### config.mk
export PLATFORM = sky130hd
export DESIGN_NAME = mtm_alu_sequencer_flat
export DESIGN_NICKNAME = d
export VERILOG_FILES = /design/src/rtl/mtm_alu_sequencer_if.sv /design/src/rtl/mtm_alu_sequencer.sv /design/src/flat_wrapper.sv
export SDC_FILE = /design/constraint.sdc
export NUM_CORES = 1
export LEC_CHECK = 0
export CAP_MARGIN = 10
export CORE_ASPECT_RATIO = 1.2
export CORE_UTILIZATION = 40
export CTS_CLUSTER_SIZE = 40
export DETAILED_ROUTE_END_ITERATION = 10
export DONT_BUFFER_PORTS = 1
export RECOVER_POWER = 100
export SYNTH_ARGS = -nofsm -noshare
export SYNTH_HDL_FRONTEND = slang
export SYNTH_SLANG_ARGS = --single-unit
### constraint.sdc
create_clock -name clk -period 5.05 [get_ports clk]
set_input_delay 0 -clock clk [delete_from_list [all_inputs] [get_ports clk]]
set_output_delay 0 -clock clk [all_outputs]
set_load 0.03 [all_outputs]
### src/rtl/mtm_alu_sequencer_if.sv
// rtl/mtm_alu_sequencer_if.sv - byte input, core req/ack and response bundle for the ALU sequencer
interface mtm_alu_sequencer_if;
    logic        in_valid;
    logic        in_ready;
    logic        in_is_cmd;
    logic [7:0]  in_byte;

    logic        core_req;
    logic [31:0] core_a;
    logic [31:0] core_b;
    logic [2:0]  core_op;
    logic        core_ack;
    logic [31:0] core_c;
    logic [7:0]  core_ctl;

    logic        out_valid;
    logic        out_ready;
    logic        out_is_err;
    logic [31:0] out_data;
    logic [7:0]  out_ctl;

    modport master (
        input  in_valid, in_is_cmd, in_byte,
        output in_ready,
        output core_req, core_a, core_b, core_op,
        input  core_ack, core_c, core_ctl,
        output out_valid, out_is_err, out_data, out_ctl,
        input  out_ready
    );

    modport slave (
        output in_valid, in_is_cmd, in_byte,
        input  in_ready,
        input  core_req, core_a, core_b, core_op,
        output core_ack, core_c, core_ctl,
        input  out_valid, out_is_err, out_data, out_ctl,
        output out_ready
    );
endinterface

### src/rtl/mtm_alu_sequencer.sv
// rtl/mtm_alu_sequencer.sv - frame assembly, CRC4/opcode checking and core handshake sequencing
module mtm_alu_sequencer #(
    parameter int TIMEOUT_CYC = 64,
    parameter int DATA_BYTES  = 8
) (
    input  logic                 clk,
    input  logic                 rst,
    mtm_alu_sequencer_if.master  bus
);
    localparam int CNT_W = $clog2(DATA_BYTES + 1);
    localparam int TMO_W = $clog2(TIMEOUT_CYC + 1);
    localparam logic [7:0] TIMEOUT_CTL = 8'hFF;

    typedef enum logic [1:0] {COLLECT, CHECK, WAIT, RESP} state_t;

    state_t           state;
    logic [CNT_W-1:0] byte_cnt;
    logic             err_data;
    logic [63:0]      operands;
    logic [7:0]       cmd;
    logic [TMO_W-1:0] tmo_cnt;

    logic [3:0]       crc_calc;
    logic             len_bad;
    logic             crc_bad;
    logic             op_bad;
    logic [7:0]       check_ctl;

    // Serial LFSR form of x^4+x+1, zero seed, MSB of the message first.
    function automatic logic [3:0] crc4(input logic [67:0] msg);
        logic [3:0] c;
        logic       fb;
        c = 4'h0;
        for (int i = 67; i >= 0; i--) begin
            fb = c[3] ^ msg[i];
            c  = {c[2:0], 1'b0} ^ {2'b00, fb, fb};
        end
        return c;
    endfunction

    function automatic logic [7:0] err_byte(input logic ed, input logic ec, input logic eo);
        logic [6:0] hi;
        hi = {1'b1, ed, ec, eo, ed, ec, eo};
        return {hi, ^hi};
    endfunction

    always_comb begin
        crc_calc  = crc4({operands, 1'b1, cmd[6:4]});
        len_bad   = err_data || (byte_cnt != CNT_W'(DATA_BYTES));
        crc_bad   = (crc_calc != cmd[3:0]);
        op_bad    = cmd[7] || cmd[5];
        check_ctl = err_byte(len_bad, !len_bad && crc_bad, !len_bad && !crc_bad && op_bad);
    end

    assign bus.core_b  = operands[63:32];
    assign bus.core_a  = operands[31:0];
    assign bus.core_op = cmd[6:4];

    always_ff @(posedge clk or posedge rst) begin
        if (rst) begin
            state          <= COLLECT;
            byte_cnt       <= '0;
            err_data       <= 1'b0;
            operands       <= '0;
            cmd            <= '0;
            tmo_cnt        <= '0;
            bus.in_ready   <= 1'b0;
            bus.core_req   <= 1'b0;
            bus.out_valid  <= 1'b0;
            bus.out_is_err <= 1'b0;
            bus.out_data   <= '0;
            bus.out_ctl    <= '0;
        end else begin
            case (state)
                COLLECT: begin
                    bus.in_ready <= 1'b1;
                    if (bus.in_valid && bus.in_ready) begin
                        if (bus.in_is_cmd) begin
                            cmd          <= bus.in_byte;
                            bus.in_ready <= 1'b0;
                            state        <= CHECK;
                        end else if (byte_cnt < CNT_W'(DATA_BYTES)) begin
                            operands <= {operands[55:0], bus.in_byte};
                            byte_cnt <= byte_cnt + 1'b1;
                        end else begin
                            err_data <= 1'b1;
                        end
                    end
                end
                CHECK: begin
                    if (len_bad || crc_bad || op_bad) begin
                        bus.out_valid  <= 1'b1;
                        bus.out_is_err <= 1'b1;
                        bus.out_data   <= '0;
                        bus.out_ctl    <= check_ctl;
                        state          <= RESP;
                    end else begin
                        bus.core_req <= 1'b1;
                        tmo_cnt      <= '0;
                        state        <= WAIT;
                    end
                end
                WAIT: begin
                    // An ack landing on the final timeout cycle still counts as success.
                    if (bus.core_ack) begin
                        bus.core_req   <= 1'b0;
                        bus.out_valid  <= 1'b1;
                        bus.out_is_err <= 1'b0;
                        bus.out_data   <= bus.core_c;
                        bus.out_ctl    <= bus.core_ctl;
                        state          <= RESP;
                    end else if (tmo_cnt == TMO_W'(TIMEOUT_CYC - 1)) begin
                        bus.core_req   <= 1'b0;
                        bus.out_valid  <= 1'b1;
                        bus.out_is_err <= 1'b1;
                        bus.out_data   <= '0;
                        bus.out_ctl    <= TIMEOUT_CTL;
                        state          <= RESP;
                    end else begin
                        tmo_cnt <= tmo_cnt + 1'b1;
                    end
                end
                RESP: begin
                    if (bus.out_ready) begin
                        bus.out_valid <= 1'b0;
                        bus.in_ready  <= 1'b1;
                        byte_cnt      <= '0;
                        err_data      <= 1'b0;
                        tmo_cnt       <= '0;
                        operands      <= '0;
                        state         <= COLLECT;
                    end
                end
                default: state <= COLLECT;
            endcase
        end
    end
endmodule

### src/flat_wrapper.sv
// flat-port wrapper written by rule: the top's interface ports become plain ports
module mtm_alu_sequencer_flat 
#(
    parameter int TIMEOUT_CYC = 64,
    parameter int DATA_BYTES  = 8
)
  (clk, rst, bus_in_valid, bus_in_is_cmd, bus_in_byte, bus_in_ready, bus_core_req, bus_core_a, bus_core_b, bus_core_op, bus_core_ack, bus_core_c, bus_core_ctl, bus_out_valid, bus_out_is_err, bus_out_data, bus_out_ctl, bus_out_ready);
  mtm_alu_sequencer_if bus_i ();
  input  logic clk;
  input  logic rst;
  input wire logic [$bits(bus_i.in_valid)-1:0] bus_in_valid;
  input wire logic [$bits(bus_i.in_is_cmd)-1:0] bus_in_is_cmd;
  input wire logic [$bits(bus_i.in_byte)-1:0] bus_in_byte;
  output wire logic [$bits(bus_i.in_ready)-1:0] bus_in_ready;
  output wire logic [$bits(bus_i.core_req)-1:0] bus_core_req;
  output wire logic [$bits(bus_i.core_a)-1:0] bus_core_a;
  output wire logic [$bits(bus_i.core_b)-1:0] bus_core_b;
  output wire logic [$bits(bus_i.core_op)-1:0] bus_core_op;
  input wire logic [$bits(bus_i.core_ack)-1:0] bus_core_ack;
  input wire logic [$bits(bus_i.core_c)-1:0] bus_core_c;
  input wire logic [$bits(bus_i.core_ctl)-1:0] bus_core_ctl;
  output wire logic [$bits(bus_i.out_valid)-1:0] bus_out_valid;
  output wire logic [$bits(bus_i.out_is_err)-1:0] bus_out_is_err;
  output wire logic [$bits(bus_i.out_data)-1:0] bus_out_data;
  output wire logic [$bits(bus_i.out_ctl)-1:0] bus_out_ctl;
  input wire logic [$bits(bus_i.out_ready)-1:0] bus_out_ready;
  assign bus_i.in_valid = bus_in_valid;
  assign bus_i.in_is_cmd = bus_in_is_cmd;
  assign bus_i.in_byte = bus_in_byte;
  assign bus_in_ready = bus_i.in_ready;
  assign bus_core_req = bus_i.core_req;
  assign bus_core_a = bus_i.core_a;
  assign bus_core_b = bus_i.core_b;
  assign bus_core_op = bus_i.core_op;
  assign bus_i.core_ack = bus_core_ack;
  assign bus_i.core_c = bus_core_c;
  assign bus_i.core_ctl = bus_core_ctl;
  assign bus_out_valid = bus_i.out_valid;
  assign bus_out_is_err = bus_i.out_is_err;
  assign bus_out_data = bus_i.out_data;
  assign bus_out_ctl = bus_i.out_ctl;
  assign bus_i.out_ready = bus_out_ready;
  mtm_alu_sequencer #(.TIMEOUT_CYC(TIMEOUT_CYC), .DATA_BYTES(DATA_BYTES)) u_core (.clk(clk), .rst(rst), .bus(bus_i));
endmodule
After elaboration in Yosys (flattened, before gate mapping)
Index checks and enable logic that the tools add are counted.
{ "classes": {"eq_ne": 17, "n_shift": 0, "div_mod_pow": 0, "mux": 49, "mul": 0, "addsub": 2, "bitwise": 133, "n_lt_le_gt_ge": 1, "reduce_logical": 24} }
{ "op_table": {"columns": ["op", "count"], "rows": [
  ["$xor A4 B2 Y4", 66],
  ["$mux W64", 4],
  ["$pmux W64 S2", 1],
  ["$mux W32", 3],
  ["$pmux W32 S2", 1],
  ["$xor A1 B1 Y1", 64],
  ["$mux W7", 4],
  ["$mux W8", 3],
  ["$pmux W7 S3", 1],
  ["$mux W4", 4],
  ["$pmux W8 S2", 1],
  ["$mux W1", 15],
  ["$reduce_and A5 Y1", 3],
  ["$ne A2 B2 Y1 const B", 7],
  ["$mux W2", 5],
  ["$reduce_and A3 Y1", 3],
  ["$pmux W1 S2", 4],
  ["$pmux W2 S4", 1],
  ["$pmux W4 S2", 1],
  ["$reduce_and A4 Y1", 2],
  ["$add A7 B1 Y7 const B", 1],
  ["$eq A7 B6 Y1 const B", 1],
  ["$reduce_xor A7 Y1", 1],
  ["$ne A2 B1 Y1 const B", 3],
  ["other kinds (18)", 27]
]} }
{ "word_totals": {"latch_bits": 0, "n_memories": 0, "input_bits": 54, "mem_bits_rw": 0, "out_inout_bits": 111, "romBits": 0, "reg_bits": 130} }

Logic depth before layout (Yosys ltp)
Gate-level depths: netlist of run 1.
{ "depth": {"ltp_word": 139, "ltp_mapped": 13} }

Worst setup path after synthesis of run 1
Ideal clock, no wire load.
{ "synth_timing": {"path_kind": "register -> register", "startpoint": "register u_core.operands[31]", "endpoint": "register u_core.bus.out_ctl[0]", "n_path_buf": 1, "t_arrival_ns": 4.366, "path_stages_with_launch": 13, "slack_ns": 0.559, "t_required_ns": 4.925, "cell_sequence": "dfrtp_1 xnor3_1 xor3_1 xnor3_1 xnor3_1 xnor3_2 xnor3_1 or2_1 o221ai_4 nand4_4 o211ai_4 buf_8 mux2_4"} }
{ "synth_between": {"elab_chain_len": 55} }
{ "synth_lines": {"columns": ["item", "line", "source"], "rows": [
  ["start, declared", "mtm_alu_sequencer.sv:19", "logic [63:0] operands;"],
  ["start signal, assigned", "mtm_alu_sequencer.sv:83", "operands <= {operands[55:0], bus.in_byte};"],
  ["$xor A1 B1 Y1 *", "mtm_alu_sequencer.sv:35", "fb = c[3] ^ msg[i];"],
  ["$xor A4 B2 Y4 * (3 in series)", "mtm_alu_sequencer.sv:36", "c = {c[2:0], 1'b0} ^ {2'b00, fb, fb};"],
  ["$xor A1 B1 Y1 or $xor A4 B2 Y4 (tied branches)", "mtm_alu_sequencer.sv:35, mtm_alu_sequencer.sv:36", null],
  ["$xor A4 B2 Y4 * (3 in series)", "mtm_alu_sequencer.sv:36", null],
  ["$xor A1 B1 Y1 or $xor A4 B2 Y4 (tied branches)", "mtm_alu_sequencer.sv:35, mtm_alu_sequencer.sv:36", null],
  ["$xor A4 B2 Y4 * (3 in series)", "mtm_alu_sequencer.sv:36", null],
  ["$xor A1 B1 Y1 or $xor A4 B2 Y4 (tied branches)", "mtm_alu_sequencer.sv:35, mtm_alu_sequencer.sv:36", null],
  ["$xor A4 B2 Y4 * (3 in series)", "mtm_alu_sequencer.sv:36", null],
  ["[... 30 more ...]", null, null],
  ["$xor A1 B1 Y1 or $xor A4 B2 Y4 (tied branches)", "mtm_alu_sequencer.sv:35, mtm_alu_sequencer.sv:36", null],
  ["$xor A4 B2 Y4 *", "mtm_alu_sequencer.sv:36", null],
  ["$ne A4 B4 Y1 *", "mtm_alu_sequencer.sv:50", "crc_bad = (crc_calc != cmd[3:0]);"],
  ["$logic_not A1 Y1", "mtm_alu_sequencer.sv:52", "check_ctl = err_byte(len_bad, !len_bad && crc_bad, !len_bad && !crc_bad && op_bad);"],
  ["$logic_and A1 B1 Y1 (2 in series)", "mtm_alu_sequencer.sv:52", null],
  ["$reduce_xor A7 Y1", "mtm_alu_sequencer.sv:44", "return {hi, ^hi};"],
  ["$mux W8", "mtm_alu_sequencer.sv:91", "if (len_bad || crc_bad || op_bad) begin"],
  ["$pmux W8 S2", "mtm_alu_sequencer.sv:74", "case (state)"],
  ["end signal, assigned", "mtm_alu_sequencer.sv:95", "bus.out_ctl <= check_ctl;"],
  ["end signal, assigned", "mtm_alu_sequencer.sv:110", "bus.out_ctl <= bus.core_ctl;"],
  ["end, declared", "mtm_alu_sequencer_if.sv:27", "output out_valid, out_is_err, out_data, out_ctl,"]
]} }
Every way passes the cells marked *; elsewhere a longest branch is shown, timed or not. The select of a mux whose other input is x is not followed.
A chain may end at the register's enable or synchronous reset.

Worst setup path in the final report of run 1
{ "layout_timing": {"startpoint": "register u_core.operands[32]", "endpoint": "register u_core.bus.out_ctl[3]"} }
{ "layout_between": {"elab_chain_len": 55} }
{ "layout_lines": {"columns": ["item", "line"], "rows": [
  ["$xor A1 B1 Y1 *", "mtm_alu_sequencer.sv:35"],
  ["$xor A4 B2 Y4 * (3 in series)", "mtm_alu_sequencer.sv:36"],
  ["$xor A1 B1 Y1", "mtm_alu_sequencer.sv:35"],
  ["$xor A4 B2 Y4 * (3 in series)", "mtm_alu_sequencer.sv:36"],
  ["$xor A1 B1 Y1", "mtm_alu_sequencer.sv:35"],
  ["$xor A4 B2 Y4 * (3 in series)", "mtm_alu_sequencer.sv:36"],
  ["$xor A1 B1 Y1", "mtm_alu_sequencer.sv:35"],
  ["$xor A4 B2 Y4 * (3 in series)", "mtm_alu_sequencer.sv:36"],
  ["[... 28 more ...]", null],
  ["$not A1 Y1 (no source line)", null],
  ["$xor A4 B2 Y4 * (3 in series)", "mtm_alu_sequencer.sv:36"],
  ["$xor A1 B1 Y1", "mtm_alu_sequencer.sv:35"],
  ["$xor A4 B2 Y4 *", "mtm_alu_sequencer.sv:36"],
  ["$ne A4 B4 Y1 *", "mtm_alu_sequencer.sv:50"],
  ["$logic_or A1 B1 Y1 * (2 in series)", "mtm_alu_sequencer.sv:91"],
  ["$ne A2 B1 Y1 (no source line) *", null],
  ["$reduce_and A3 Y1 (no source line) *", null]
]} }
Every way passes the cells marked *; elsewhere a longest branch is shown, timed or not.

==> impl_metrics.env, run 1 <==
export IMPL_slew_limit_headroom=-1.05
export IMPL_overflow=0
export IMPL_async_flop_share=1.00
export IMPL_wl_mm=16.6
export IMPL_finalSetupTns_ns=0
export IMPL_failed_checks="hold timing, capacitance limit, slew limit"
export IMPL_synth_top_cell_area_share=0.461
export IMPL_hold_ws_ns=-0.00534
export IMPL_clkLatencyLatePin_ns=0.43
export IMPL_drt_initial_drc_count=273
export IMPL_clock_path_buffers=2
export IMPL_port_buffers=0
export IMPL_dieWidth_um=123
export IMPL_drv_slew=240
export IMPL_synth_avg_cell_area_sq_um=10.8
export IMPL_rrSetupSlack_ns=0.33
export IMPL_ios=165
export IMPL_whs_path_depth=3
export IMPL_clk_pin_slew_ns=0.06
export IMPL_rsz0062_at_grt="false"
export IMPL_cts_buffers=17
export IMPL_ant_nets=0
export IMPL_drc_errors=0
export IMPL_cp_end_kind="register"
export IMPL_initial_core_util=0.414
export IMPL_rows=52
export IMPL_dr_pass1_iters=4
export IMPL_timing_rr_end="u_core.bus.out_ctl[3]"
export IMPL_hold_path_class="primary input to register"
export IMPL_crit_type="register to register"
export IMPL_required_ns=5.40
export IMPL_max_freq_mhz=212
export IMPL_die_area_sq_mm=0.0182
export IMPL_num_vias=4791
export IMPL_worst_clock_skew_ns=0.00902
export IMPL_synth_top_cell_by_area="dfrtp_1"
export IMPL_hpwl_mm=11.3
export IMPL_grt_pass1_vias=4869
export IMPL_place_gp_congestion=0.765
export IMPL_drv_cap=3
export IMPL_r2r_start="u_core.operands[32]"
export IMPL_synth_area_leaders="dfrtp_1 46%, xnor2_1 7.7%, xnor3_1 7.0%, o21ai_0 6.2%, nand2b_1 5.8%"
export IMPL_yosysSeqAreaShare=0.461
export IMPL_whs_endpoint="u_core.byte_cnt[3]"
export IMPL_setup_viol=0
export IMPL_start_kind="register"
export IMPL_yosysWarnings=0
export IMPL_syn_area_sq_mm=0.00706
export IMPL_postSynthCellCount=656
export IMPL_status="finished with violations"
export IMPL_ys_seq_elements=130
export IMPL_nets=763
export IMPL_arrival_ns=5.07
export IMPL_grt_pass1_wl_mm=26.2
export IMPL_crit_path_max_fanout=36
export IMPL_worst_pin_slew_ns=3.07
export IMPL_ys_top_cells_by_count="130 x dfrtp_1, 88 x nand2_1, 88 x o21ai_0, 66 x nand2b_1, 62 x xnor2_1"
export IMPL_drive_gt1_frac=0.0784
export IMPL_grt_antenna_before_repair=0
export IMPL_via_per_inst=5.15
export IMPL_cts_tree="done"
export IMPL_grt_max_degree=135
export IMPL_hp_start="bus_in_valid"
export IMPL_n_antenna_cell=0
export IMPL_core_region_area_sq_mm=0.0170
export IMPL_reg2reg_depth=12
export IMPL_synth_net_count=718
export IMPL_die_h_um=148
export IMPL_synth_most_common_cell="dfrtp_1"
export IMPL_yosys_most_used_dff="dfrtp_1"
export IMPL_cts_sinks=130
export IMPL_grt_use_total=0.189
export IMPL_area_growth_pct=18.3
export IMPL_clock_root_buffer="clkbuf_16"
export IMPL_ys_types=58
export IMPL_layout_min_cycle_time_ns=4.72
export IMPL_synth_edff_count=0
export IMPL_hold_violations=1
export IMPL_min_period_over_period=0.935
export IMPL_drt_wirelength_per_cell_um=17.8
export IMPL_htree_num_levels=4
## how the worst max path moves through the flow
stage                              startpoint                     to  slack [ns]  cells after the start
after global placement    u_core.operands[41]  u_core.bus.out_ctl[6]        0.38                     12
final                     u_core.operands[32]  u_core.bus.out_ctl[3]        0.33                     12
after CTS                 u_core.operands[32]  u_core.bus.out_ctl[3]        0.21                     12
after global routing      u_core.operands[32]  u_core.bus.out_ctl[3]        0.08                     12
after floorplan           u_core.operands[31]  u_core.bus.out_ctl[0]        0.56                     12
after detailed placement  u_core.operands[32]  u_core.bus.out_ctl[3]        0.23                     12
## critical path, cell delays in order (launching register included)
cell and delay, ns:
dfrtp_1 0.56, xnor3_1 0.51, xor2_1 0.38, xnor3_1 0.43, xnor3_1 0.48, xor2_1 0.26
xnor3_1 0.49, or2_0 0.28, o221ai_4 0.22, nand4_4 0.17, o211ai_4 0.32, buf_6 0.32
mux2i_1 0.23
## state kept, by name, indices dropped and copies added, names as in the netlist
name / count
u_core.bus.core_req: 1
u_core.bus.in_ready: 1
u_core.bus.out_ctl: 8
u_core.bus.out_data: 32
u_core.bus.out_is_err: 1
u_core.bus.out_valid: 1
u_core.byte_cnt: 4
u_core.cmd: 8
u_core.err_data: 1
u_core.operands: 64
u_core.state: 2
u_core.tmo_cnt: 7
## cells by family after synthesis
| logic type | Yosys count | share of synthesized area |
|---|---|---|
| mux | 18 | 0.0285 |
| xor+xnor | 108 | 0.183 |
| simple gates | 188 | 0.135 |
| compound gates | 149 | 0.138 |
| flops | 130 | 0.461 |
| fa+ha+maj | 8 | 0.0142 |
| buf+inv | 55 | 0.0401 |
## layout make-up
cell class,instances,area (sq um)
Fill cell,1514,8690
Multi-Input combinational cell,471,3530
Sequential cell,130,3250
Timing Repair Buffer,62,583
Clock buffer,17,425
Tap cell,216,270
Clock inverter,15,219
Inverter,19,72.6
## cells in the final DEF, fill, tap and decap left out, types with 17 or more instances in the layout
cell / count
a22o_1: 32
clkbuf_16: 17
dfrtp_1: 130
dlygate4sd3_1: 53
inv_1: 18
nand2_1: 87
nand2b_1: 66
o21ai_0: 90
xnor2_1: 61
xnor3_1: 22
xor2_1: 21
## per-layer routing
layer	routed length, um	global-route usage
met2	8280	0.314
met3	1040	0.0521
met4	461	0.0898
met5	0	0
met1	6780	0.225
## through the flow
stage	setup slack, ns	util	cells	area [sq um]
after floorplan	0.559	-	656	7060
after global placement	0.382	0.422	845	7200
after detailed placement	0.229	0.422	845	7200
after CTS	0.209	0.491	930	8370
after global routing	0.0840	0.490	930	8350
final	0.330	0.490	930	8350
## timing repair
| item | in CTS | in global routing |
|---|---|---|
| endpoints found under the hold margin | 140 | 0 |
| endpoints found under the setup margin | 0 | 1 |
| gates resized for setup | 0 | 2 |
| buffers inserted | 0 | 0 |
| hold buffers | 53 | 0 |
Power of run 1 is left out: the tool's default activity adds up to more than one toggle a clock period on the data nets, which glitch-free logic cannot reach.
==> inputs of run 2 (changes only) <==
clock period = 5.03 ns   (was 5.05 ns; I/O delays follow)
==> impl_metrics.env, run 2 (same netlist as run 1, synthesis figures left out) <==
export IMPL_cts_sinks=130
export IMPL_crit_type="register to register"
export IMPL_layout_min_cycle_time_ns=4.71
export IMPL_ios=165
export IMPL_cp_end_kind="register"
export IMPL_timing_rr_end="u_core.bus.out_data[20]"
export IMPL_hold_ws_ns=0.00523
export IMPL_worst_pin_slew_ns=3.01
export IMPL_design_area_sq_mm=0.00832
export IMPL_hold_violations=0
export IMPL_drv_cap=3
export IMPL_grt_pass1_wl_mm=26.1
export IMPL_rows=52
export IMPL_whs_endpoint="u_core.byte_cnt[3]"
export IMPL_dr_pass1_iters=4
export IMPL_htree_num_levels=4
export IMPL_drv_slew=240
export IMPL_hpwl_mm=11.3
export IMPL_wl_mm=16.4
export IMPL_final_cell_mix="130 x dfrtp_1, 90 x o21ai_0, 87 x nand2_1"
export IMPL_n_antenna_cell=0
export IMPL_finalSetupTns_ns=0
export IMPL_clk_pin_slew_ns=0.06
export IMPL_slew_limit_headroom=-1.01
export IMPL_setup_viol=0
export IMPL_area_growth_pct=17.8
export IMPL_reg2reg_depth=12
export IMPL_clock_root_buffer="clkbuf_16"
export IMPL_initial_core_util=0.414
export IMPL_hold_path_class="primary input to register"
export IMPL_largest_register="u_core.operands"
export IMPL_critPathMaxStageDelay_ns=0.59
export IMPL_grt_antenna_before_repair=0
export IMPL_die_area_sq_mm=0.0182
export IMPL_drt_initial_drc_count=257
export IMPL_cts_buffers=17
export IMPL_clock_path_buffers=2
export IMPL_crit_family="XOR/XNOR gates"
export IMPL_grt_use_total=0.189
export IMPL_cts_tree="done"
export IMPL_worst_clock_skew_ns=0.0132
export IMPL_nets=765
export IMPL_drt_wirelength_per_cell_um=17.6
export IMPL_layout_commonest_cell="dfrtp_1"
export IMPL_rrSetupSlack_ns=0.32
export IMPL_grt_pass1_vias=4941
export IMPL_start_kind="register"
export IMPL_hp_start="bus_in_is_cmd"
export IMPL_dieWidth_um=123
export IMPL_cpMostUsedCell="xnor3_1"
export IMPL_drc_errors=0
export IMPL_status="finished with violations"
export IMPL_top_regs="u_core.operands: 64 flops, u_core.bus.out_data: 32 flops"
export IMPL_drive_gt1_frac=0.0768
export IMPL_largest_reg_flops=64
export IMPL_via_per_inst=5.21
export IMPL_port_buffers=0
export IMPL_crit_path_cell_trace="xnor3_1 -> xor3_1 -> xnor3_1 -> xnor3_1 -> xnor3_1 -> xnor3_1 -> or2_0 -> o221ai_4 -> nand4_4 -> o211ai_4 -> buf_6 -> a22o_1"
export IMPL_cp_buffers_inverters=1
export IMPL_clkLatencyLatePin_ns=0.43
export IMPL_r2r_start="u_core.operands[41]"
export IMPL_worst_path_max_delay_cell="dfrtp_1"
export IMPL_core_region_area_sq_mm=0.0170
export IMPL_failed_checks="capacitance limit, slew limit"
export IMPL_place_gp_congestion=0.760
export IMPL_arrival_ns=5.06
export IMPL_crit_path_max_fanout=36
export IMPL_ant_nets=0
export IMPL_whs_path_depth=3
export IMPL_overflow=0
export IMPL_min_period_over_period=0.935
export IMPL_grt_max_degree=135
export IMPL_placed_area_sq_mm=0.00720
export IMPL_die_h_um=148
export IMPL_max_freq_mhz=213
export IMPL_num_vias=4856
export IMPL_rsz0062_at_grt="false"
export IMPL_required_ns=5.38
==> run 2: worst reg2reg max path: stages, from the launching register on <==
cell and delay [ns]:
dfrtp_1 0.59, xnor3_1 0.45, xor3_1 0.43, xnor3_1 0.37, xnor3_1 0.42, xnor3_1 0.43
xnor3_1 0.42, or2_0 0.28, o221ai_4 0.22, nand4_4 0.16, o211ai_4 0.32, buf_6 0.32
a22o_1 0.24
==> run 2: repair_timing <==
item,CTS,global route
setup endpoints to repair,0,36
resized for setup,0,2
hold buffers,54,0
endpoints found under the hold margin,141,0
setup buffers,0,0
==> run 2: metrics by stage <==
stage | utilization | std cells | worst slack, ns
2_1_floorplan | - | 656 | 0.539
3_3_place_gp | 0.423 | 846 | 0.362
3_5_place_dp | 0.423 | 846 | 0.219
4_1_cts | 0.489 | 932 | 0.204
5_1_grt | 0.488 | 932 | 0.0439
6_report | 0.488 | 932 | 0.325
==> run 2: per-layer routing <==
metal / part of all wire / vias up / track usage / wire length [um]
met5: 0 / - / 0 / 0
met4: 0.027 / 0 / 0.0892 / 447
met3: 0.060 / 36 / 0.0498 / 978
met2: 0.51 / 160 / 0.319 / 8280
met1: 0.41 / 2324 / 0.220 / 6690
li1: - / 2336 / - / -
==> run 2: worst max-delay path by stage <==
| stage | slack [ns] | endpoint | start | cells past startpoint |
|---|---|---|---|---|
| 2_1_floorplan | 0.54 | u_core.bus.out_ctl[0] | u_core.operands[31] | 12 |
| 3_5_place_dp | 0.22 | u_core.bus.out_ctl[3] | u_core.operands[41] | 12 |
| 4_1_cts | 0.20 | u_core.bus.out_ctl[3] | u_core.operands[41] | 12 |
| 6_report | 0.32 | u_core.bus.out_data[20] | u_core.operands[41] | 12 |
| 5_1_grt | 0.04 | u_core.bus.out_ctl[3] | u_core.operands[41] | 12 |
| 3_3_place_gp | 0.36 | u_core.bus.out_ctl[6] | u_core.operands[41] | 12 |
==> run 2: final cells by class <==
class | count | area (sq um)
Timing Repair Buffer | 64 | 597
Fill cell | 1534 | 8730
Tap cell | 216 | 270
Multi-Input combinational cell | 471 | 3530
Clock buffer | 17 | 425
Clock inverter | 15 | 174
Inverter | 19 | 72.6
Sequential cell | 130 | 3250
Power of run 2 is left out for the same reason.
